[config.mk]
export PLATFORM = sky130hd
export DESIGN_NAME = time_set_ctrl
export DESIGN_NICKNAME = d
export VERILOG_FILES = /design/src/rtl/clock_pkg.sv /design/src/rtl/btn_debounce.sv /design/src/rtl/time_set_ctrl.sv
export SDC_FILE = /design/constraint.sdc
export NUM_CORES = 1
export LEC_CHECK = 0
export CAP_MARGIN = 20
export CORE_ASPECT_RATIO = 0.7
export CORE_MARGIN = 1
export CORE_UTILIZATION = 66
export CTS_CLUSTER_SIZE = 28
export DETAILED_ROUTE_END_ITERATION = 8
export DONT_BUFFER_PORTS = 1
export PLACE_DENSITY = 0.81
export SETUP_SLACK_MARGIN = 0.15
export SYNTH_ARGS = -nofsm -noshare
export SYNTH_HDL_FRONTEND = slang
export SYNTH_SLANG_ARGS = --single-unit
[constraint.sdc]
create_clock -name clk -period 4.3 [get_ports clk]
set_clock_uncertainty 0.05 [all_clocks]
set_input_delay 0.43 -clock clk [delete_from_list [all_inputs] [get_ports clk]]
set_output_delay 0.43 -clock clk [all_outputs]
set_load 0.02 [all_outputs]
[src/rtl/clock_pkg.sv]
// clock_pkg: shared state encodings and time limits for the clock-setting logic
package clock_pkg;
   typedef enum logic [1:0] {
      RUN      = 2'd0,
      SET_HOUR = 2'd1,
      SET_MIN  = 2'd2,
      LOAD     = 2'd3
   } set_state_t;
   localparam logic [5:0] HOUR_MAX = 6'd23;
   localparam logic [5:0] MIN_MAX  = 6'd59;
endpackage

[src/rtl/btn_debounce.sv]
// btn_debounce: synchronizes a raw button, debounces it on sample strobes, and flags presses
module btn_debounce #(
   parameter int DEB_SAMPLES = 3
) (
   input  logic clk,
   input  logic RESETn,
   input  logic sample_en,
   input  logic btn,
   output logic press
);
   localparam int CW = $clog2(DEB_SAMPLES + 1);
   logic [1:0]    sync;
   logic          level;
   logic          level_q;
   logic [CW-1:0] cnt;
   // sync chain, then accept a new level only after DEB_SAMPLES agreeing differing samples
   always_ff @(posedge clk or negedge RESETn) begin
      if (!RESETn) begin
         sync    <= '0;
         level   <= 1'b0;
         level_q <= 1'b0;
         cnt     <= '0;
      end else begin
         sync    <= {sync[0], btn};
         level_q <= level;
         if (sample_en) begin
            if (sync[1] == level) cnt <= '0;
            else if (cnt == CW'(DEB_SAMPLES - 1)) begin
               level <= sync[1];
               cnt   <= '0;
            end else cnt <= cnt + 1'b1;
         end
      end
   end
   assign press = level & ~level_q;
endmodule

[src/rtl/time_set_ctrl.sv]
// time_set_ctrl: two-button hour/minute editor that loads the time counter on exit
module time_set_ctrl
   import clock_pkg::*;
#(
   parameter int DEB_SAMPLES = 3
) (
   input  logic       clk,
   input  logic       RESETn,
   input  logic       sample_en,
   input  logic       blink_clk,
   input  logic       btn_mode,
   input  logic       btn_inc,
   input  logic [5:0] cur_hour,
   input  logic [5:0] cur_min,
   output logic       run_en,
   output logic       load,
   output logic [5:0] data_hour,
   output logic [5:0] data_min,
   output logic [5:0] data_sec,
   output logic [1:0] set_mode,
   output logic       blank_hour,
   output logic       blank_min
);
   set_state_t state, state_d;
   logic [5:0] edit_hour, edit_min, hour_d, min_d;
   logic       mode_press, inc_press, inc_ok;
   btn_debounce #(.DEB_SAMPLES(DEB_SAMPLES)) u_deb_mode (
      .clk(clk), .RESETn(RESETn), .sample_en(sample_en), .btn(btn_mode), .press(mode_press)
   );
   btn_debounce #(.DEB_SAMPLES(DEB_SAMPLES)) u_deb_inc (
      .clk(clk), .RESETn(RESETn), .sample_en(sample_en), .btn(btn_inc), .press(inc_press)
   );
   assign inc_ok = inc_press & ~mode_press;
   // next state and edit values; a mode press always wins over a simultaneous inc
   always_comb begin
      state_d = state;
      hour_d  = edit_hour;
      min_d   = edit_min;
      case (state)
         RUN: if (mode_press) begin
            state_d = SET_HOUR;
            hour_d  = cur_hour;
            min_d   = cur_min;
         end
         SET_HOUR: begin
            state_d = mode_press ? SET_MIN : SET_HOUR;
            hour_d  = inc_ok ? ((edit_hour == HOUR_MAX) ? 6'd0 : edit_hour + 6'd1) : edit_hour;
         end
         SET_MIN: begin
            state_d = mode_press ? LOAD : SET_MIN;
            min_d   = inc_ok ? ((edit_min == MIN_MAX) ? 6'd0 : edit_min + 6'd1) : edit_min;
         end
         LOAD: state_d = RUN;
         default: state_d = RUN;
      endcase
   end
   // state, edit registers and registered blink masks
   always_ff @(posedge clk or negedge RESETn) begin
      if (!RESETn) begin
         state      <= RUN;
         edit_hour  <= '0;
         edit_min   <= '0;
         blank_hour <= 1'b0;
         blank_min  <= 1'b0;
      end else begin
         state      <= state_d;
         edit_hour  <= hour_d;
         edit_min   <= min_d;
         blank_hour <= (state == SET_HOUR) & blink_clk;
         blank_min  <= (state == SET_MIN) & blink_clk;
      end
   end
   assign run_en    = (state == RUN) | (state == LOAD);
   assign load      = (state == LOAD);
   assign set_mode  = state;
   assign data_hour = edit_hour;
   assign data_min  = edit_min;
   assign data_sec  = 6'd0;
endmodule
==> impl_metrics.py, run 1 <==
metrics = {
    "yosys": {
        "netlist_instances": 144,
        "synth_enable_flop_cells": 0,
        "seq_area_frac_synth": 0.466,
        "synthArstFlopShare": 1.00,
        "synth_cell_type_count": 39,
        "ys_seq_elements": 28,
        "synth_ff_type": "dfrtp_1",
        "netlist_area_sq_um": 1500,
        "avgSynthCellArea_sq_um": 10.4,
        "synth_warnings": 0,
    },
    "power_and_ir_drop": {
        "peakVddDrop_uv": 348,
        "switching_share": 0.464,
        "power_density_nw_per_um2": 708,
        "finalPower_mw": 1.11,
        "clkPwrFrac": 0.114,
        "power_switching_uw": 512,
        "p_leak_nw": 0.679,
        "power.internal_uw": 593,
        "p_comb_frac": 0.374,
        "power_frac_seq": 0.512,
    },
    "final_layout": {
        "syn_to_final_growth_pct": 3.91,
        "fin_util": 0.725,
        "seq_area_sq_um": 701,
        "fillers": 172,
        "fin_nets": 170,
        "multi_input_area_sq_um": 709,
        "n_antenna_cell": 0,
        "drive_gt1_frac": 0.0828,
    },
    "critical_path": {
        "reg2reg_depth": 5,
        "rrSetupSlack_ns": 2.16,
        "worstSetupStartpoint": "set_mode[0]$_DFFE_PN0P_",
        "endpoint_kind": "flip-flop",
        "r2r-start": "set_mode[0]$_DFFE_PN0P_",
        "worstSetupEndpoint": "data_min[2]$_DFFE_PN0P_",
        "path_max_fanout": 10,
        "arrival_ns": 2.32,
        "criticalPathCategory": "reg -> reg",
        "crit_required_ns": 4.48,
        "start_kind": "flip-flop",
        "rr_endpoint": "data_min[2]$_DFFE_PN0P_",
    },
    "clock_tree": {
        "cts_tree": "done",
        "clkLatencyLatePin_ns": 0.32,
        "cts_resized": 0,
        "clock_path_buffers": 2,
        "numCtsBuffers": 3,
        "cts_root_buf": "clkbuf_4",
        "cts_sinks": 28,
        "htreeDepth": 1,
        "clk_pin_slew_ns": 0.14,
    },
    "global_route": {
        "overflow": 0,
        "grt_pass1_wl_mm": 4.55,
        "antenna_found_initial": 0,
        "grt_usage": 0.247,
        "grt_pass1_vias": 1000,
        "grt_max_degree": 29,
    },
    "place": {
        "hpwl_mm": 1.99,
        "dp_slack_ns": 2.18,
        "portBuffers": 0,
        "place.gp.congestion": 0.749,
    },
    "timing": {
        "worst_slack_ns": 2.16,
        "grt_setup_unrepaired": "no",
        "finalSetupTns_ns": 0,
        "max_freq_mhz": 467,
        "post-route-period-util": 0.498,
        "period_needed_ns": 2.14,
        "final_hold_viol_count": 0,
        "finalSetupViolCount": 0,
        "slew_violations": 0,
    },
    "routing": {
        "viasPerCell": 6.04,
        "wl_per_cell_um": 14.9,
        "dr.pass1.iters": 4,
        "drt-total-wl_mm": 2.64,
        "ant_nets": 0,
        "drt_iter0_markers": 60,
        "vias": 1069,
        "drc": 0,
    },
    "min_path": {
        "min-delay-path-class": "in -> reg",
    },
    "floorplan": {
        "io_pins": 42,
        "core_sq_um": 2150,
        "die_area_sq_um": 2470,
        "rows": 14,
        "die_h_um": 41.9,
        "fp.dieW_um": 59.0,
        "initial_core_util": 0.697,
    },
    "status": {
        "status": "completed",
    },
    "flow_run": {
        "drv_cap": 0,
    },
}
## layout by cell type (no fill, tap or decap), drive strengths merged
cell | netlist | routed
nand2b | 4 | 4
nor4 | 1 | 1
nor2b | 3 | 3
a222oi | 1 | 1
o22ai | 2 | 2
conb | 1 | 6
o211ai | 1 | 1
dlygate4sd3 | 0 | 1
nand4b | 1 | 1
a31oi | 3 | 3
nor3b | 1 | 1
nor3 | 3 | 3
nor2 | 3 | 3
mux2 | 3 | 3
dfrtp | 28 | 28
o21ai | 8 | 8
o21bai | 3 | 3
and3 | 3 | 3
a22oi | 2 | 2
ha | 6 | 6
clkbuf | 1 | 4
a221o | 1 | 1
a32oi | 1 | 1
buf | 9 | 1
and4bb | 2 | 2
nand3 | 6 | 6
o2bb2ai | 3 | 3
and2 | 3 | 3
nand4 | 3 | 3
inv | 12 | 12
a21oi | 7 | 7
xor2 | 2 | 2
nand2 | 9 | 9
mux2i | 4 | 4
a221oi | 1 | 1
o32ai | 1 | 1
o221ai | 2 | 2
## per-layer routing
metal,global-route usage,vias up,wire (um)
li1,-,507,-
met1,0.347,516,1180
met2,0.373,44,1250
met3,0.0903,2,187
met4,0.0429,0,13
met5,0,-,0
## logic make-up (layout without fill, tap and decap cells)
group	after synthesis	in the layout	synth area share
and+or+nand+nor	42	42	0.166
AOI/OAI and AO/OA	36	36	0.181
DFF	28	28	0.466
buffers and inverters	22	18	0.0741
muxes	7	7	0.0491
adders and majority gates	6	6	0.0500
xor gates and xnor gates	2	2	0.0117
other	1	6	0.00250
## worst min-delay path by stage
stage	start	to	slack, ns	cells after the start
2_1_floorplan	RESETn	asynchronous set/reset pin	0.08	0
3_3_place_gp	RESETn	set_mode[0]$_DFFE_PN0P_	0.08	0
3_5_place_dp	RESETn	set_mode[0]$_DFFE_PN0P_	0.09	0
4_1_cts	btn_inc	u_deb_inc.sync[0]$_DFF_PN0_	0.06	0
5_1_grt	btn_inc	u_deb_inc.sync[0]$_DFF_PN0_	0.03	0
6_report	btn_inc	u_deb_inc.sync[0]$_DFF_PN0_	0.06	0
## what timing repair did
| action | 4_1_cts | 5_1_grt |
|---|---|---|
| hold buffers | 2 | 0 |
| setup endpoints to repair | 0 | 0 |
| endpoints found under the hold margin | 28 | 0 |
| buffers inserted | 0 | 0 |
## stage by stage
stage | hold WS [ns] | std cells | instance area (sq um)
after detailed placement | 0.0850 | 171 | 1500
after global routing | 0.0282 | 177 | 1560
after global placement | 0.0850 | 171 | 1500
after floorplan | 0.0844 | 149 | 1520
after CTS | 0.0596 | 177 | 1560
final | 0.0644 | 177 | 1560
## power by group through the flow
stage | Sequential, mW | Combinational, mW | Clock (mW)
final | 0.566 | 0.414 | 0.126
after global placement | 0.563 | 0.384 | 0
after CTS | 0.567 | 0.415 | 0.130
after floorplan | 0.537 | 0.352 | 0
after global routing | 0.588 | 0.463 | 0.142
after detailed placement | 0.573 | 0.405 | 0
## Yosys cell counts (2+ instances only)
library cell	number	area, sq um
dfrtp_1	28	701
inv_1	12	45.0
nand2_1	9	33.8
o21ai_0	8	40.0
a21oi_1	7	35.0
buf_4	7	52.6
ha_1	6	75.1
nand3_1	6	30.0
mux2i_1	4	40.0
nand2b_1	4	25.0
and2_1	3	18.8
and3_1	3	18.8
mux2_2	3	33.8
nand4_1	3	18.8
nor2_1	3	11.3
nor2b_1	3	18.8
nor3_1	3	15.0
o21bai_1	3	22.5
o2bb2ai_1	3	26.3
a22oi_1	2	15.0
a31oi_4	2	42.5
buf_2	2	10.0
o221ai_1	2	17.5
o22ai_1	2	12.5
xor2_1	2	17.5
## layout make-up
class,instances,area share
Tap cell,32,0.0256
Timing Repair Buffer,2,0.0192
Sequential cell,28,0.449
Multi-Input combinational cell,99,0.454
Clock buffer,4,0.0232
Inverter,12,0.0288
## state kept, by name (all words and copies together) (netlist names), named ones only
| register | cells |
|---|---|
| blank_hour | 1 |
| blank_min | 1 |
| data_hour | 6 |
| data_min | 6 |
| set_mode | 1 |
| u_deb_inc.cnt | 2 |
| u_deb_inc.level | 1 |
| u_deb_inc.level_q | 1 |
| u_deb_inc.sync | 2 |
| u_deb_mode.cnt | 2 |
| u_deb_mode.level | 1 |
| u_deb_mode.level_q | 1 |
| u_deb_mode.sync | 2 |
## worst max-delay path, cell delays in order (launching register included)
cell and delay [ns]:
dfrtp_1 0.56, inv_1 0.15, ha_1 0.31, nor3b_4 0.40
a31oi_4 0.19, a221o_1 0.37
(Power assumes the default switching activity.)
==> run 2: changes to the inputs <==
Settings changed: ABC_AREA set to 1, CORE_UTILIZATION 66 to 62, PLACE_DENSITY 0.81 to 0.77.
Clock period 4.3 ns to 2 ns, I/O delays scaled along.
==> run 2 against run 1 <==
  * Final area increased by 13%
  * Synthesized area increased by 6.7%
  * Cell count increased by 45%
  * Utilization decreased by 0.97 points
  * Power increased to 2.6 times the previous value
  * Worst hold slack about the same
  * Setup slack got worse by 1.8 ns
  * Sequential share of layout area decreased by 4.9 points
==> impl_metrics.py, run 2 <==
metrics = {
    "critical_path": {
        "crit_required_ns": 2.11,
        "criticalPathCategory": "reg -> reg",
        "rrSetupSlack_ns": 0.33,
        "endpoint_kind": "flip-flop",
        "r2r-start": "data_hour[1]$_DFFE_PN0P_",
        "arrival_ns": 1.78,
        "reg2reg_depth": 8,
        "path_max_fanout": 5,
        "rr_endpoint": "data_hour[4]$_DFFE_PN0P_",
        "start_kind": "flip-flop",
    },
    "timing": {
        "period_needed_ns": 1.67,
        "grt_setup_unrepaired": "no",
        "max_freq_mhz": 598,
        "finalSetupViolCount": 0,
        "post-route-period-util": 0.835,
        "slew_violations": 0,
        "finalSetupTns_ns": 0,
        "final_hold_viol_count": 0,
    },
    "min_path": {
        "whs_path_depth": 2,
        "min-delay-path-class": "in -> reg",
        "hold_end": "u_deb_mode.cnt[1]$_DFFE_PN0P_",
        "min_from": "sample_en",
    },
    "place": {
        "hpwl_mm": 2.41,
        "place_area_sq_um": 1610,
        "place.gp.congestion": 0.848,
        "portBuffers": 0,
    },
    "final_layout": {
        "syn_to_final_growth_pct": 9.59,
        "final_cell_mix": "nand2_1 (86), dfrtp_1 (27), inv_1 (24)",
        "seq_area_sq_um": 702,
        "multi_input_area_sq_um": 738,
        "fillers": 197,
        "layout_commonest_cell": "nand2_1",
        "stdcell_area_sq_um": 1760,
        "fin_nets": 248,
        "n_antenna_cell": 0,
        "drive_gt1_frac": 0.0987,
    },
    "clock_tree": {
        "htreeDepth": 1,
        "numCtsBuffers": 3,
        "cts_root_buf": "clkbuf_8",
        "cts_sinks": 28,
        "clkLatencyLatePin_ns": 0.27,
        "clk_pin_slew_ns": 0.09,
        "cts_tree": "done",
        "clock_path_buffers": 2,
    },
    "yosys": {
        "synth_enable_flop_cells": 0,
        "ys_top_cells_by_area": "dfrtp_1 (44%), nand2_1 (20%), nand3_1 (6.6%)",
        "ys_seq_elements": 28,
        "synth_cell_type_count": 27,
        "synth.most_common_cell": "nand2_1",
        "synthTopCellsByCount": "nand2_1 (86), dfrtp_1 (28), inv_1 (24), nand3_1 (21), nor2_1 (9)",
        "netlist_area_sq_um": 1600,
        "synth_top_area_frac": 0.437,
        "synth_ff_type": "dfrtp_1",
        "netlist_instances": 215,
        "synth_compound_area_frac": 0.0663,
        "synth_warnings": 0,
        "synth_xor_xnor_area_share": 0,
        "synth_fa_ha_area_frac": 0.0468,
        "synthMuxAreaShare": 0,
        "synthArstFlopShare": 1.00,
        "avgSynthCellArea_sq_um": 7.46,
        "seq_area_frac_synth": 0.437,
        "synth_top_family_by_area": "simple AND/OR/NAND/NOR gates",
        "synth_simple_gate_area_frac": 0.332,
        "yosysTopAreaCell": "dfrtp_1",
    },
    "power_and_ir_drop": {
        "p_leak_nw": 0.956,
        "peakVddDrop_uv": 1020,
        "power_density_nw_per_um2": 1660,
    },
    "floorplan": {
        "rows": 15,
        "fp.dieW_um": 62.8,
        "initial_core_util": 0.652,
        "die_h_um": 44.6,
        "die_area_sq_um": 2800,
        "io_pins": 42,
        "core_sq_um": 2460,
    },
    "global_route": {
        "grt_pass1_vias": 1158,
        "grt_pass1_wl_mm": 5.22,
        "overflow": 0,
        "antenna_found_initial": 0,
        "grt_usage": 0.251,
        "grt_max_degree": 29,
    },
    "flow_run": {
        "drv_cap": 0,
    },
    "routing": {
        "wl_per_cell_um": 12.8,
        "vias": 1353,
        "ant_nets": 0,
        "drt-total-wl_mm": 3.30,
        "viasPerCell": 5.26,
        "drt_iter0_markers": 71,
        "drc": 0,
        "dr.pass1.iters": 4,
    },
    "status": {
        "status": "completed",
    },
}
## run 2: kinds of logic after synthesis
| group | Yosys count |
|---|---|
| DFF | 28 |
| and+or+nand+nor | 125 |
| AOI/OAI and AO/OA | 16 |
| other | 1 |
| adders and majority gates | 6 |
| buffers and inverters | 39 |
## run 2: final cells by class
type	instances	area share
Clock inverter	1	0.0171
Multi-Input combinational cell	153	0.420
Tap cell	34	0.0242
Timing Repair Buffer	7	0.0441
Clock buffer	3	0.0235
Sequential cell	28	0.399
Inverter	31	0.0719
## run 2: worst max-delay path: stages, from the launching register on
cell	delay, ns
dfrtp_1	0.56
ha_1	0.27
nand2_1	0.07
clkinv_1	0.10
nand4_1	0.16
nand3_1	0.15
nand2_1	0.07
nand2_1	0.08
nand2_1	0.06
## run 2: worst max-delay path by stage
| stage | depth (start not counted) | slack [ns] | from | endpoint |
|---|---|---|---|---|
| 2_1_floorplan | 9 | 0.37 | flip-flop | data_hour[3]$_DFFE_PN0P_ |
| 3_3_place_gp | 8 | 0.26 | flip-flop | data_hour[3]$_DFFE_PN0P_ |
| 3_5_place_dp | 8 | 0.16 | flip-flop | data_hour[2]$_DFFE_PN0P_ |
| 4_1_cts | 8 | 0.24 | flip-flop | data_hour[4]$_DFFE_PN0P_ |
| 5_1_grt | 8 | 0.23 | flip-flop | data_hour[2]$_DFFE_PN0P_ |
| 6_report | 8 | 0.33 | data_hour[1]$_DFFE_PN0P_ | data_hour[4]$_DFFE_PN0P_ |
## run 2: what timing repair did
| action | 4_1_cts | 5_1_grt |
|---|---|---|
| endpoints found under the setup margin | 6 | 5 |
| setup buffers | 0 | 0 |
| gates resized for setup | 1 | 1 |
| endpoints found under the hold margin | 34 | 2 |
| hold buffers | 5 | 1 |
## run 2: through the flow
step | power [mW] | hold WS (ns) | instances | worst slack, ns | util
final | 2.91 | 0.0647 | 257 | 0.329 | 0.715
after detailed placement | 2.43 | -0.145 | 247 | 0.159 | 0.656
after CTS | 2.90 | 0.00101 | 256 | 0.239 | 0.710
after global placement | 2.38 | -0.145 | 247 | 0.257 | 0.656
after global routing | 3.13 | 0.0767 | 257 | 0.234 | 0.715
after floorplan | 2.19 | -0.146 | 220 | 0.372 | -
## run 2: power breakdown
group	switching, mW	leakage (nW)	total, mW	internal, mW
clock	0.165	0.0357	0.433	0.268
combinational	0.816	0.573	1.26	0.446
sequential	0.432	0.347	1.22	0.785
total	1.41	0.956	2.91	1.50
## run 2: metal layers
layer,part of all wire,vias up,track usage
li1,-,672,-
met2,0.43,58,0.391
met5,0,-,0
met3,0.085,6,0.0851
met4,0.014,0,0.0419
met1,0.47,617,0.348
==> run 3: changes to the inputs <==
Settings changed: CORE_UTILIZATION 62 to 56, PLACE_DENSITY 0.77 to 0.73.
Clock period 2 ns to 1.5 ns, I/O delays scaled along.
==> run 3 against run 2 <==
  * Final area increased by 13%
  * Non-clock buffer count up 16
  * Utilization is 5.5 points higher
  * Register-to-register slack worse by 0.30 ns
  * Routed wire length grew 19%
  * Cell count up 6.2%
  * Critical endpoint is now data_hour[2]$_DFFE_PN0P_
  * Combinational power rose by 98%
==> impl_metrics.py, run 3 (synthesis gave the netlist of run 2 again) <==
metrics = {
    "power_and_ir_drop": {
        "power_density_nw_per_um2": 2300,
        "clkPwrFrac": 0.130,
        "switching_share": 0.476,
        "power_frac_seq": 0.324,
        "power.internal_mw": 2.40,
        "p_comb_frac": 0.546,
        "p_leak_nw": 1.04,
        "peakVddDrop_uv": 995,
        "power_switching_mw": 2.18,
        "finalPower_mw": 4.58,
    },
    "critical_path": {
        "crit_required_ns": 1.62,
        "endpoint_kind": "flip-flop",
        "start_kind": "flip-flop",
        "arrival_ns": 1.60,
        "rrSetupSlack_ns": 0.03,
        "path_max_fanout": 6,
        "criticalPathCategory": "reg -> reg",
    },
    "final_layout": {
        "syn_to_final_growth_pct": 24.3,
        "final_cell_mix": "nand2_1 (83), dfrtp_1 (24), inv_1 (20), nand3_1 (20), buf_4 (16)",
        "n_antenna_cell": 0,
        "stdcell_area_sq_um": 1990,
        "fillers": 184,
        "layout_commonest_cell": "nand2_1",
        "seq_area_sq_um": 706,
        "multi_input_area_sq_um": 833,
        "fin_nets": 264,
        "drive_gt1_frac": 0.230,
    },
    "clock_tree": {
        "cts_root_buf": "clkbuf_8",
        "numCtsBuffers": 3,
        "clkLatencyLatePin_ns": 0.28,
        "clk_pin_slew_ns": 0.10,
        "clock_path_buffers": 2,
        "htreeDepth": 1,
        "cts_tree": "done",
        "cts_sinks": 28,
    },
    "routing": {
        "wl_per_cell_um": 14.4,
        "dr.pass1.iters": 4,
        "drc": 0,
        "ant_nets": 0,
        "vias": 1481,
        "viasPerCell": 5.42,
        "drt-total-wl_mm": 3.92,
        "drt_iter0_markers": 120,
    },
    "min_path": {
        "min-delay-path-class": "in -> reg",
    },
    "global_route": {
        "antenna_found_initial": 0,
        "grt_usage": 0.264,
        "overflow": 0,
        "grt_pass1_vias": 1313,
        "grt_max_degree": 29,
        "grt_pass1_wl_mm": 5.89,
    },
    "place": {
        "hpwl_mm": 2.58,
        "dp_slack_ns": -0.0206,
        "place_area_sq_um": 1710,
        "place.gp.congestion": 0.860,
        "portBuffers": 0,
    },
    "floorplan": {
        "fp.dieW_um": 66.0,
        "die_h_um": 46.8,
        "rows": 15,
        "die_area_sq_um": 3090,
        "io_pins": 42,
        "core_sq_um": 2590,
        "initial_core_util": 0.619,
    },
    "timing": {
        "slew_violations": 0,
        "finalSetupViolCount": 0,
        "grt_setup_unrepaired": "yes",
        "post-route-period-util": 0.983,
        "worst_slack_ns": 0.0259,
        "final_hold_viol_count": 0,
        "max_freq_mhz": 678,
        "period_needed_ns": 1.47,
    },
    "status": {
        "status": "completed",
    },
    "flow_run": {
        "drv_cap": 0,
    },
}
-- run 3: changes by cell type in the layout (fill, tap and decap cells not counted), sizes merged --
cell	before	now
buf	2	18
-- run 3: metrics by stage --
step           setup TNS, ns  cells   util  hold WS [ns]
6_report                   0    273  0.770       0.00922
5_1_grt              -0.0664    273  0.770        0.0125
4_1_cts                    0    272  0.750       0.00342
3_5_place_dp         -0.0206    255  0.659        -0.195
3_3_place_gp               0    255  0.659        -0.195
2_1_floorplan              0    220      -        -0.196
-- run 3: power by group through the flow --
stage | combinational, mW | sequential, mW | clock [mW]
global placement | 1.99 | 1.45 | 0
CTS | 2.34 | 1.45 | 0.608
finish | 2.50 | 1.49 | 0.597
global route | 2.75 | 1.53 | 0.638
detailed placement | 2.06 | 1.46 | 0
floorplan | 1.43 | 1.57 | 0
-- run 3: area by class of cell --
| class | instances | share of cell area |
|---|---|---|
| sequential | 28 | 0.354 |
| timing repair buffer | 23 | 0.101 |
| multi-input combinational | 153 | 0.418 |
| inverter | 31 | 0.0697 |
| clock buffer | 3 | 0.0207 |
| tap | 34 | 0.0213 |
| clock inverter | 1 | 0.0151 |
-- run 3: worst paths after layout --
kind | start | endpoint | cells past startpoint
max | flip-flop | data_hour[2]$_DFFE_PN0P_ | 7
min reg2reg | u_deb_inc.sync[0]$_DFF_PN0_ | u_deb_inc.sync[1]$_DFF_PN0_ | 0
min | sample_en | u_deb_mode.level$_DFFE_PN0P_ | 2
max in group asynchronous | RESETn | data_hour[2]$_DFFE_PN0P_ | 2
min in group asynchronous | RESETn | u_deb_mode.level$_DFFE_PN0P_ | 2
max reg2reg | flip-flop | data_hour[2]$_DFFE_PN0P_ | 7
-- run 3: repair_timing --
item	in CTS	in global routing
hold endpoints to repair	36	0
pin swaps	3	4
endpoints found under the setup margin	14	14
setup buffers	7	1
gates resized for setup	12	12
gates cloned	0	0
hold buffers	6	0
-- run 3: routing by layer --
| layer | track usage | part of all wire | vias up |
|---|---|---|---|
| met5 | 0 | 0 | - |
| met1 | 0.362 | 0.46 | 707 |
| li1 | - | - | 707 |
| met2 | 0.422 | 0.48 | 62 |
| met4 | 0.0851 | 0.0074 | 0 |
| met3 | 0.0655 | 0.056 | 5 |
-- run 3: worst max-delay path: stages (launching register included) --
cell and delay [ns]:
dfrtp_2 0.45, inv_4 0.09, ha_4 0.21, nand3_4 0.09
a21oi_4 0.27, inv_4 0.08, nand2_2 0.06, nand2_1 0.06
